===== config.mk =====
export PLATFORM = sky130hd
export DESIGN_NAME = multichannel_staticisor
export DESIGN_NICKNAME = d
export VERILOG_FILES = /design/src/rtl/multichannel_staticisor.sv
export SDC_FILE = /design/constraint.sdc
export NUM_CORES = 1
export LEC_CHECK = 0
export ABC_AREA = 0
export CAP_MARGIN = 20
export CORE_MARGIN = 2
export CORE_UTILIZATION = 48
export CTS_CLUSTER_SIZE = 8
export DETAILED_ROUTE_END_ITERATION = 10
export PLACE_DENSITY = 0.73
export SYNTH_ARGS = -nofsm -noshare
export SYNTH_HDL_FRONTEND = slang
export SYNTH_SLANG_ARGS = --single-unit

===== constraint.sdc =====
create_clock -name w_CLK -period 1.8 [get_ports w_CLK]
set_clock_uncertainty 0.2 [all_clocks]
set_input_delay 0.36 -clock w_CLK [delete_from_list [all_inputs] [get_ports w_CLK]]
set_output_delay 0.36 -clock w_CLK [all_outputs]
set_load 0.03 [all_outputs]

===== src/rtl/multichannel_staticisor.sv =====
// Multi-word staticisor: CHANNELS staging words loaded serially (LSB first, index 0) or in parallel,
// copied to the static outputs on the present phase. One present edge to output; no backpressure, ready gates all state.
module multichannel_staticisor #(
  parameter int WIDTH    = 10,
  parameter int CHANNELS = 2,
  parameter int SEL_W    = 1
) (
  input  logic                        w_CLK,
  input  logic                        w_RST,
  input  logic                        ready,
  input  logic                        w_HA,
  input  logic                        w_CAPTURE,
  input  logic                        w_MODE,
  input  logic [SEL_W-1:0]            b_CH_sel,
  input  logic                        w_SER_in,
  input  logic [0:WIDTH-1]            b_PAR_in,
  output logic [0:CHANNELS*WIDTH-1]   b_STAT_out,
  output logic [0:CHANNELS-1]         w_VALID,
  output logic                        w_DONE,
  output logic                        w_ERR
);

  localparam int CNT_W = (WIDTH > 1) ? $clog2(WIDTH) : 1;
  localparam logic [CNT_W-1:0] LAST = CNT_W'(WIDTH - 1);

  logic [0:WIDTH-1]    stage [CHANNELS];
  logic [0:CHANNELS-1] pend;
  logic [CNT_W-1:0]    cnt;
  logic [SEL_W-1:0]    ch_q;
  logic                mode_q;

  logic             cap, pres, sel_ok, ser_cap, par_cap, partial;
  logic             ser_switch, discard, ser_last;
  logic [CNT_W-1:0] eff_cnt;
  logic [SEL_W-1:0] eff_ch;

  always_comb begin
    cap        = ready & ~w_HA & w_CAPTURE;
    pres       = ready & w_HA;
    sel_ok     = int'(b_CH_sel) < CHANNELS;
    ser_cap    = cap & w_MODE & sel_ok;
    par_cap    = cap & ~w_MODE & sel_ok;
    partial    = (cnt != '0);
    // A serial bit aimed at another channel abandons the partial word and restarts at bit 0.
    ser_switch = ser_cap & partial & (b_CH_sel != ch_q);
    discard    = partial & (pres | (par_cap & mode_q) | ser_switch);
    eff_cnt    = ser_switch ? '0 : cnt;
    eff_ch     = (eff_cnt == '0) ? b_CH_sel : ch_q;
    ser_last   = (eff_cnt == LAST);
  end

  always_ff @(posedge w_CLK or posedge w_RST) begin
    if (w_RST) begin
      for (int c = 0; c < CHANNELS; c++) stage[c] <= '0;
      pend       <= '0;
      cnt        <= '0;
      ch_q       <= '0;
      mode_q     <= 1'b0;
      b_STAT_out <= '0;
      w_VALID    <= '0;
      w_DONE     <= 1'b0;
      w_ERR      <= 1'b0;
    end else begin
      w_DONE <= 1'b0;
      w_ERR  <= 1'b0;
      if (ready) begin
        w_ERR <= discard;
        if (pres) begin
          cnt    <= '0;
          w_DONE <= |pend;
          for (int c = 0; c < CHANNELS; c++) begin
            if (pend[c]) begin
              b_STAT_out[c*WIDTH +: WIDTH] <= stage[c];
              w_VALID[c]                   <= 1'b1;
              pend[c]                      <= 1'b0;
            end
          end
        end else if (par_cap) begin
          stage[b_CH_sel] <= b_PAR_in;
          pend[b_CH_sel]  <= 1'b1;
          cnt             <= '0;
        end else if (ser_cap) begin
          stage[eff_ch][eff_cnt] <= w_SER_in;
          if (eff_cnt == '0) begin
            ch_q   <= b_CH_sel;
            mode_q <= w_MODE;
          end
          if (ser_last) begin
            cnt          <= '0;
            pend[eff_ch] <= 1'b1;
          end else begin
            cnt <= eff_cnt + 1'b1;
          end
        end
      end
    end
  end

endmodule


Yosys cells after proc, flatten, opt, wreduce, memory -nomap -nowiden. Index checks and enable logic that the tools add are counted.

Mux-type cells: 27. Bitwise gates (word level): 20. $lt $le $gt $ge: 6. Reductions and logical operators: 16. Equality and inequality tests: 2. Add/sub/neg operators: 1.

Operator list (count): $bwmux W20 (2); $mux W20 (2); $demux W10 S1 (2); $mux W10 (2); $mux W4 (5); $reduce_and A3 Y1 (4); $and A1 B1 Y1 (9); $mux W2 (4); $mux W1 (7); $reduce_bool A3 Y1 (2); $ge A5 B5 Y1 const B (1); $lt A5 B1 Y1 const B (1); $not A4 Y5 (1); $reduce_and A5 Y1 (1); $add A4 B1 Y4 const B (1); $demux W1 S4 (1); $eq A4 B4 Y1 const B (1); $ge A2 B2 Y1 const B (2); $logic_not A4 Y1 (1); $lt A2 B1 Y1 const B (2); $not A1 Y1 (4); $not A1 Y2 (2); $or A2 B2 Y2 (2); $reduce_and A4 Y1 (1); other kinds (8) (12).

Word-level logic and storage cells: 84. Output and inout port bits: 24. Bits of input ports: 18. Register bits: 52.

Depth between registers and ports, before layout. Gate-level depths: netlist of run 1.

Depth in word-level cells: 19. Gate-level depth with buffers: 6.

Worst setup path after synthesis of run 1. Ideal clock, no wire load.

Kind: register to register. Start point: register cnt[2]. End point: register stage[11] in the netlist's numbering. Slack: -0.113 ns. Arrival time: 1.633 ns. Period minus slack after synthesis: 1.913 ns. Cell stages (with the launch flop): 6. Required time: 1.520 ns. Path buffers: 1. Cells stage by stage: dfrtp_1 buf_6 or3b_1 a211o_1 or3_1 o211ai_2.

Word-level cells in the longest chain between the ends: 14.

RTL lines: start: declaration (RTL line 28) `logic [CNT_W-1:0] cnt;`; start signal: assignment (RTL line 92) `cnt <= eff_cnt + 1'b1;`; $reduce_bool A4 Y1 (RTL line 43) `partial = (cnt != '0);`; $and A1 B1 Y1 (2 in series) (RTL line 45) `ser_switch = ser_cap & partial & (b_CH_sel != ch_q);`; $mux W4 * (RTL line 47) `eff_cnt = ser_switch ? '0 : cnt;`; $not A4 Y5 (not written as such) / $logic_not A4 Y1 (equally long branches) (RTL line 83, 48); $ge A5 B5 Y1 (not written as such), or another cell as far along (RTL line 83) `stage[eff_ch][eff_cnt] <= w_SER_in;`; $logic_and A1 B1 Y1 (not written as such) / $not A1 Y2 (equally long branches) (RTL line 83); $mux W1 (not written as such), or another cell as far along (RTL line 83); $demux W1 S4 / $logic_and A1 B1 Y1 (equally long branches) (RTL line 83); $mux W10 (not written as such) (RTL line 83); $demux W10 S1 * (RTL line 83); $bwmux W20 * (RTL line 83); $mux W20 * (RTL line 82) `end else if (ser_cap) begin`; $mux W20 * (RTL line 78) `end else if (par_cap) begin`; end signal: indexed assignment (RTL line 79) `stage[b_CH_sel] <= b_PAR_in;`; end signal: indexed assignment (RTL line 83); end: declaration (RTL line 26) `logic [0:WIDTH-1] stage [CHANNELS];`.

Mark *: on every way between the ends. The rest lies on a longest branch, timed or not. The select of a mux whose other input is x is not followed. A chain may end at the register's enable or synchronous reset.

Worst setup path in the final report of run 1. Same ends and word-level chain as after synthesis.

==> results.yml, run 1 <==
status:
  run_status: "complete, but fails checks"
  violations: "negative setup slack"
die:
  initial_core_util: 0.503
  coreArea_um2: 5140
  ios: 42
  die_area_um2: 5990
  placement_rows: 26
  die_h_um: 77.4
  chipWidth_um: 77.4
place:
  globalplace.congestion: 0.945
  dp_hpwl_mm: 4.94
  dp_cells: 381
  port_buffers: 41
final_layout:
  areaGrowthSynthToFinish_pct: 46.7
  regArea_um2: 1300
  multi_input_area_um2: 1410
  layout.cells.non_filler: 399
  nFillCells: 383
  layout-drive-gt1-share: 0.374
  n_antenna_cell: 0
  final_nets: 346
pwr:
  p_per_area_nw_per_um2: 927
  comb_power_share: 0.332
  switchingPower_mw: 1.17
  ir_worst_vdd_v: 0.000505
  clkPwrFrac: 0.235
  switching_share: 0.332
  p_leak_nw: 1.76
  p_int_mw: 2.35
  p_seq_frac: 0.433
routing:
  drc: 0
  routed_wl_mm: 7.28
  num_vias: 2332
  drt_pass1_iterations: 4
  wl_per_cell_um: 18.2
  via_per_inst: 5.84
  drt-initial-drc-count: 155
  ant_nets: 0
min_path:
  hold_path.class: "input port to async pin"
setup_path:
  crit_path_start_kind: "flop"
  worstSetupPathType: "flop to flop"
  arrival_ns: 1.91
  slowest_delay_ns: 0.43
  end_kind: "flop"
  cp.required_ns: 1.84
  path_cells: "or3b_4, o31a_1, or3_4, o211ai_2"
  slowest_stage: "dfrtp_1"
  cp_max_fo: 4
clock_network:
  clock-sinks: 52
  h-tree-depth: 2
  root_buffer: "clkbuf_8"
  cts.clk_slew.worst_paths_ns: 0.10
  cts-hold-fix-buffers: 0
  clock_latency_ns: 0.31
  cts_tree: "built"
  cts_buffer_depth: 2
  cts_buffers: 5
timing:
  slew_violations: 0
  clock.fmax_ghz: 0.536
  finalSetupViolCount: 10
  final.setup.tns_ns: -0.321
  grt_setup_unrepaired: "true"
  tightest_slew_ns: 0.372
  maxSlewHeadroom: 0.750
  hold_viol_final: 0
  fin_crit_ns: 1.87
  fin_ws_ns: -0.0670
  fin_crit_sh: 1.04
synthesis:
  avgSynthCellArea_um2: 10.8
  synth_top_area_share: 0.503
  synthCells: 239
  synth-main-ff-cell: "dfrtp_1"
  yosysWarnings: 0
  ys_async_sr_fraction: 1.00
  syn_area_um2: 2580
  yosys.cell_count.top_type: "dfrtp_1"
  syn_nets: 257
  synthTopCellsByArea: "dfrtp_1, mux2_2, o311ai_0"
  synth-edff-count: 0
  ys_seq_area_frac: 0.503
  yosysTopAreaCell: "dfrtp_1"
  synth_seq_cells: 52
  synth_common_cells: "dfrtp_1, nand2_1, mux2_2"
  ys_types: 53
flow_run:
  drv_cap: 0
global_route:
  grt_max_degree: 53
  first_global_vias: 2300
  grt-ovfl-total: 0
  grt_pass1_wl_mm: 11.4
  antenna_found_initial: 0
  grt_use_total: 0.240
-- cells in the final DEF, fill, tap and decap left out, types with 8 or more instances in the layout --
master	n
dfrtp_1	51
buf_4	49
dlygate4sd2_1	29
nand2_1	23
mux2_2	20
clkdlybuf4s50_1	12
o21ai_0	8
o211ai_1	8
nor2_1	8
o311ai_1	8
-- layout make-up --
cell class,instances,share of cell area
Inverter,4,0.00495
Clock inverter,3,0.0122
Clock buffer,5,0.0181
Timing Repair Buffer,98,0.227
Sequential cell,52,0.343
Multi-Input combinational cell,167,0.371
Tap cell,70,0.0231
-- power groups by stage --
stage          combinational (mW)  sequential [mW]  clock (mW)
5_1_grt                      1.25             1.55       0.887
6_report                     1.17             1.52       0.827
4_1_cts                      1.08             1.51       0.833
3_3_place_gp                 1.07             1.53           0
3_5_place_dp                 1.09             1.54           0
2_1_floorplan               0.429             1.71           0
-- flip-flops by register name (all words and copies together) (netlist names) --
signal	cells
w_ERR	1
cnt	4
w_DONE	1
mode_q	1
stage	20
ch_q	1
w_VALID	2
b_STAT_out	20
pend	2
-- per-layer routing --
metal | vias to the layer above | share of wire | global-route usage
met4 | 0 | 0.030 | 0.0929
li1 | 1101 | - | -
met5 | - | 0 | 0
met2 | 79 | 0.50 | 0.397
met1 | 1128 | 0.43 | 0.317
met3 | 24 | 0.045 | 0.0407
-- final timing paths --
kind | from | endpoint | slack (ns) | cells after the start
worst max-delay path | cnt[2]$_DFFE_PP0P_ | stage[11]$_DFFE_PP0P_ | -0.07 | 4
worst min-delay path | w_RST | w_VALID[1]$_DFFE_PP0P_ | 0.25 | 3
worst max register to register | cnt[2]$_DFFE_PP0P_ | stage[11]$_DFFE_PP0P_ | -0.07 | 4
worst min register to register | w_VALID[0]$_DFFE_PP0P_ | w_VALID[0]$_DFFE_PP0P_ | 0.26 | 1
max in group asynchronous | w_RST | b_STAT_out[8]$_DFFE_PP0P_ | 0.90 | 3
min in group w_CLK | w_VALID[0]$_DFFE_PP0P_ | w_VALID[0]$_DFFE_PP0P_ | 0.26 | 1
-- timing repair --
action / in CTS / in global routing
pin swaps: 8 / 10
buffers inserted: 4 / 5
endpoints found under the setup margin: 48 / 21
cloned: 1 / 1
resized for setup: 56 / 32
endpoints found under the hold margin: 0 / 0
-- critical path: cells and delay by family (launching register included) --
family | cells | cell delay [ns]
AND/OR/NAND/NOR | 2 | 0.78
flip-flops | 1 | 0.43
AO/OA/AOI/OAI | 2 | 0.40
-- logic make-up after synthesis --
family | share of synthesized area
compound gates | 0.215
simple gates | 0.145
flops | 0.503
buf+inv | 0.0397
mux | 0.0871
xor+xnor | 0.00968
-- through the flow --
stage,setup WS (ns),hold slack [ns],total power [mW],util,cell area (µm²)
after floorplan,-0.0538,0.215,2.13,-,2630
after global placement,-0.558,0.248,2.61,0.668,3430
after detailed placement,-0.660,0.252,2.63,0.668,3430
after CTS,-0.0951,0.269,3.42,0.706,3630
after global routing,-0.119,0.284,3.68,0.738,3790
final,-0.0670,0.253,3.52,0.738,3790
(Power assumes the default switching activity.)
==> inputs of run 2 (changes only) <==
--- a/config.mk
+++ b/config.mk
@@ -9,9 +9,9 @@
 export CAP_MARGIN = 20
 export CORE_MARGIN = 2
 export CORE_UTILIZATION = 48
-export CTS_CLUSTER_SIZE = 8
 export DETAILED_ROUTE_END_ITERATION = 10
 export PLACE_DENSITY = 0.73
+export SETUP_SLACK_MARGIN = 0.02
 export SYNTH_ARGS = -nofsm -noshare
 export SYNTH_HDL_FRONTEND = slang
 export SYNTH_SLANG_ARGS = --single-unit
==> run 2 against run 1 <==
Compared with the run above:
- the run still ends with negative setup slack left
- final cell count up 0.25%
- first-iteration DRC count rose by 6.5%
- flip-flop and latch count stayed put
- clock-buffer cell count up 1
- final area is 3.0% higher
- combinational power grew 5%
- worst setup slack lost 0.0076 ns
- critical path depth did not move
- clock power rose by 2.5%
- register-to-register slack barely moved
- via count is 2.8% higher
==> results.yml, run 2 (synthesized netlist as in run 1, its figures left out) <==
die:
  die_h_um: 77.4
  die_area_um2: 5990
  chipWidth_um: 77.4
  coreArea_um2: 5140
  initial_core_util: 0.503
  placement_rows: 26
  ios: 42
final_layout:
  layout.cells.most_common: "dfrtp_1"
  areaGrowthSynthToFinish_pct: 51.2
  fin_area_um2: 3910
  layout-drive-gt1-share: 0.394
  reg.largest.list: "b_STAT_out (20), stage (20), cnt (4)"
  layout_common_cells: "dfrtp_1, buf_4, dlygate4sd2_1, nand2_1, mux2_2"
  n_antenna_cell: 0
  fin_util: 0.760
  final_nets: 347
global_route:
  grt_use_total: 0.266
  grt_pass1_wl_mm: 12.4
  grt-ovfl-total: 0
  antenna_found_initial: 0
  grt_max_degree: 53
  first_global_vias: 2456
pwr:
  switchingPower_mw: 1.20
  p_int_mw: 2.41
  p_seq_frac: 0.424
  power_mw: 3.61
  switching_share: 0.333
  clkPwrFrac: 0.235
  p_per_area_nw_per_um2: 924
  ir_worst_vdd_v: 0.000485
  comb_power_share: 0.341
  p_leak_nw: 1.80
timing:
  fin_ws_ns: -0.0745
  maxSlewHeadroom: 0.690
  finalSetupViolCount: 3
  tightest_slew_ns: 0.460
  fin_crit_ns: 1.87
  slew_violations: 0
  whs_ns: 0.263
  fin_crit_sh: 1.04
  grt_setup_unrepaired: "true"
  clock.fmax_ghz: 0.533
  hold_viol_final: 0
routing:
  routed_wl_mm: 7.84
  drt_pass1_iterations: 4
  ant_nets: 0
  wl_per_cell_um: 19.6
  num_vias: 2398
  drt-initial-drc-count: 165
  via_per_inst: 6.00
  drc: 0
status:
  run_status: "complete, but fails checks"
  violations: "negative setup slack"
clock_network:
  cts_buffer_depth: 2
  h-tree-depth: 2
  clock-sinks: 52
  root_buffer: "clkbuf_8"
  cts.clk_slew.worst_paths_ns: 0.09
  cts_tree: "built"
  clock_latency_ns: 0.31
  cts_buffers: 5
place:
  dp_hpwl_mm: 4.99
  place_area_um2: 3430
  dpl_worst_slack_ns: -0.613
  port_buffers: 41
  globalplace.congestion: 0.925
setup_path:
  reg2regPathDepth: 4
  cp_max_fo: 4
  crit_path_start_kind: "flop"
  r2r_slack_ns: -0.07
  end_kind: "flop"
  cp.required_ns: 1.83
  worstReg2RegStart: "cnt[2]$_DFFE_PP0P_"
  r2r-end: "stage[11]$_DFFE_PP0P_"
  arrival_ns: 1.91
  worstSetupPathType: "flop to flop"
  crit_start: "cnt[2]$_DFFE_PP0P_"
min_path:
  hold_path.class: "input port to async pin"
flow_run:
  drv_cap: 0
run 2: cell count changes in the layout (fill, tap and decap cells not counted), sizes merged:
| cell | delta |
|---|---|
| buf | +1 |
| dlygate4sd2 | -1 |
| clkbuf | +1 |
| inv | -1 |
| clkinv | +1 |
| clkinvlp | -1 |
| clkdlybuf4s15 | +1 |
run 2: per-layer routing:
metal	share of wire	up-vias	wire (µm)	track usage
li1	-	1103	-	-
met4	0.022	0	173	0.0893
met5	0	-	0	0
met1	0.43	1192	3340	0.337
met2	0.51	85	3990	0.460
met3	0.043	18	334	0.0477
run 2: worst max path at each step:
stage,slack [ns],cells after the start,end
after floorplan,-0.05,5,stage[11]$_DFFE_PP0P_
after global placement,-0.56,6,pend[1]$_DFFE_PP0P_
after detailed placement,-0.61,5,stage[7]$_DFFE_PP0P_
after CTS,-0.06,4,stage[11]$_DFFE_PP0P_
after global routing,-0.11,4,stage[11]$_DFFE_PP0P_
final,-0.07,4,stage[11]$_DFFE_PP0P_
run 2: critical path: stages (launching register included):
cell	delay, ns
dfrtp_1	0.43
or3b_4	0.41
o31a_1	0.26
or3_1	0.36
o211ai_2	0.14
run 2: layout make-up:
type	count	area [µm²]
repair buffers	99	882
flip-flops and latches	52	1300
fillers	361	1230
clock inverters	2	38.8
inverters	4	18.8
multi-input cells	167	1500
well taps	70	87.6
clock buffers	6	82.6
run 2: repair_timing:
item | in CTS | in global routing
buffers inserted | 9 | 2
hold buffers | 0 | 0
setup endpoints to repair | 67 | 25
cloned | 2 | 0
pin swaps | 10 | 20
gates resized for setup | 69 | 35
run 2: power by group through the flow:
stage | sequential, mW | combinational [mW] | clock [mW]
2_1_floorplan | 1.71 | 0.429 | 0
3_3_place_gp | 1.53 | 1.08 | 0
3_5_place_dp | 1.54 | 1.10 | 0
4_1_cts | 1.52 | 1.13 | 0.857
5_1_grt | 1.56 | 1.30 | 0.901
6_report | 1.53 | 1.23 | 0.848
run 2: per-stage QoR:
stage / setup TNS, ns / cells
floorplan: -0.0556 / 239
global placement: -17.77 / 380
detailed placement: -19.42 / 380
CTS: -0.0637 / 399
global route: -0.681 / 400
finish: -0.136 / 400
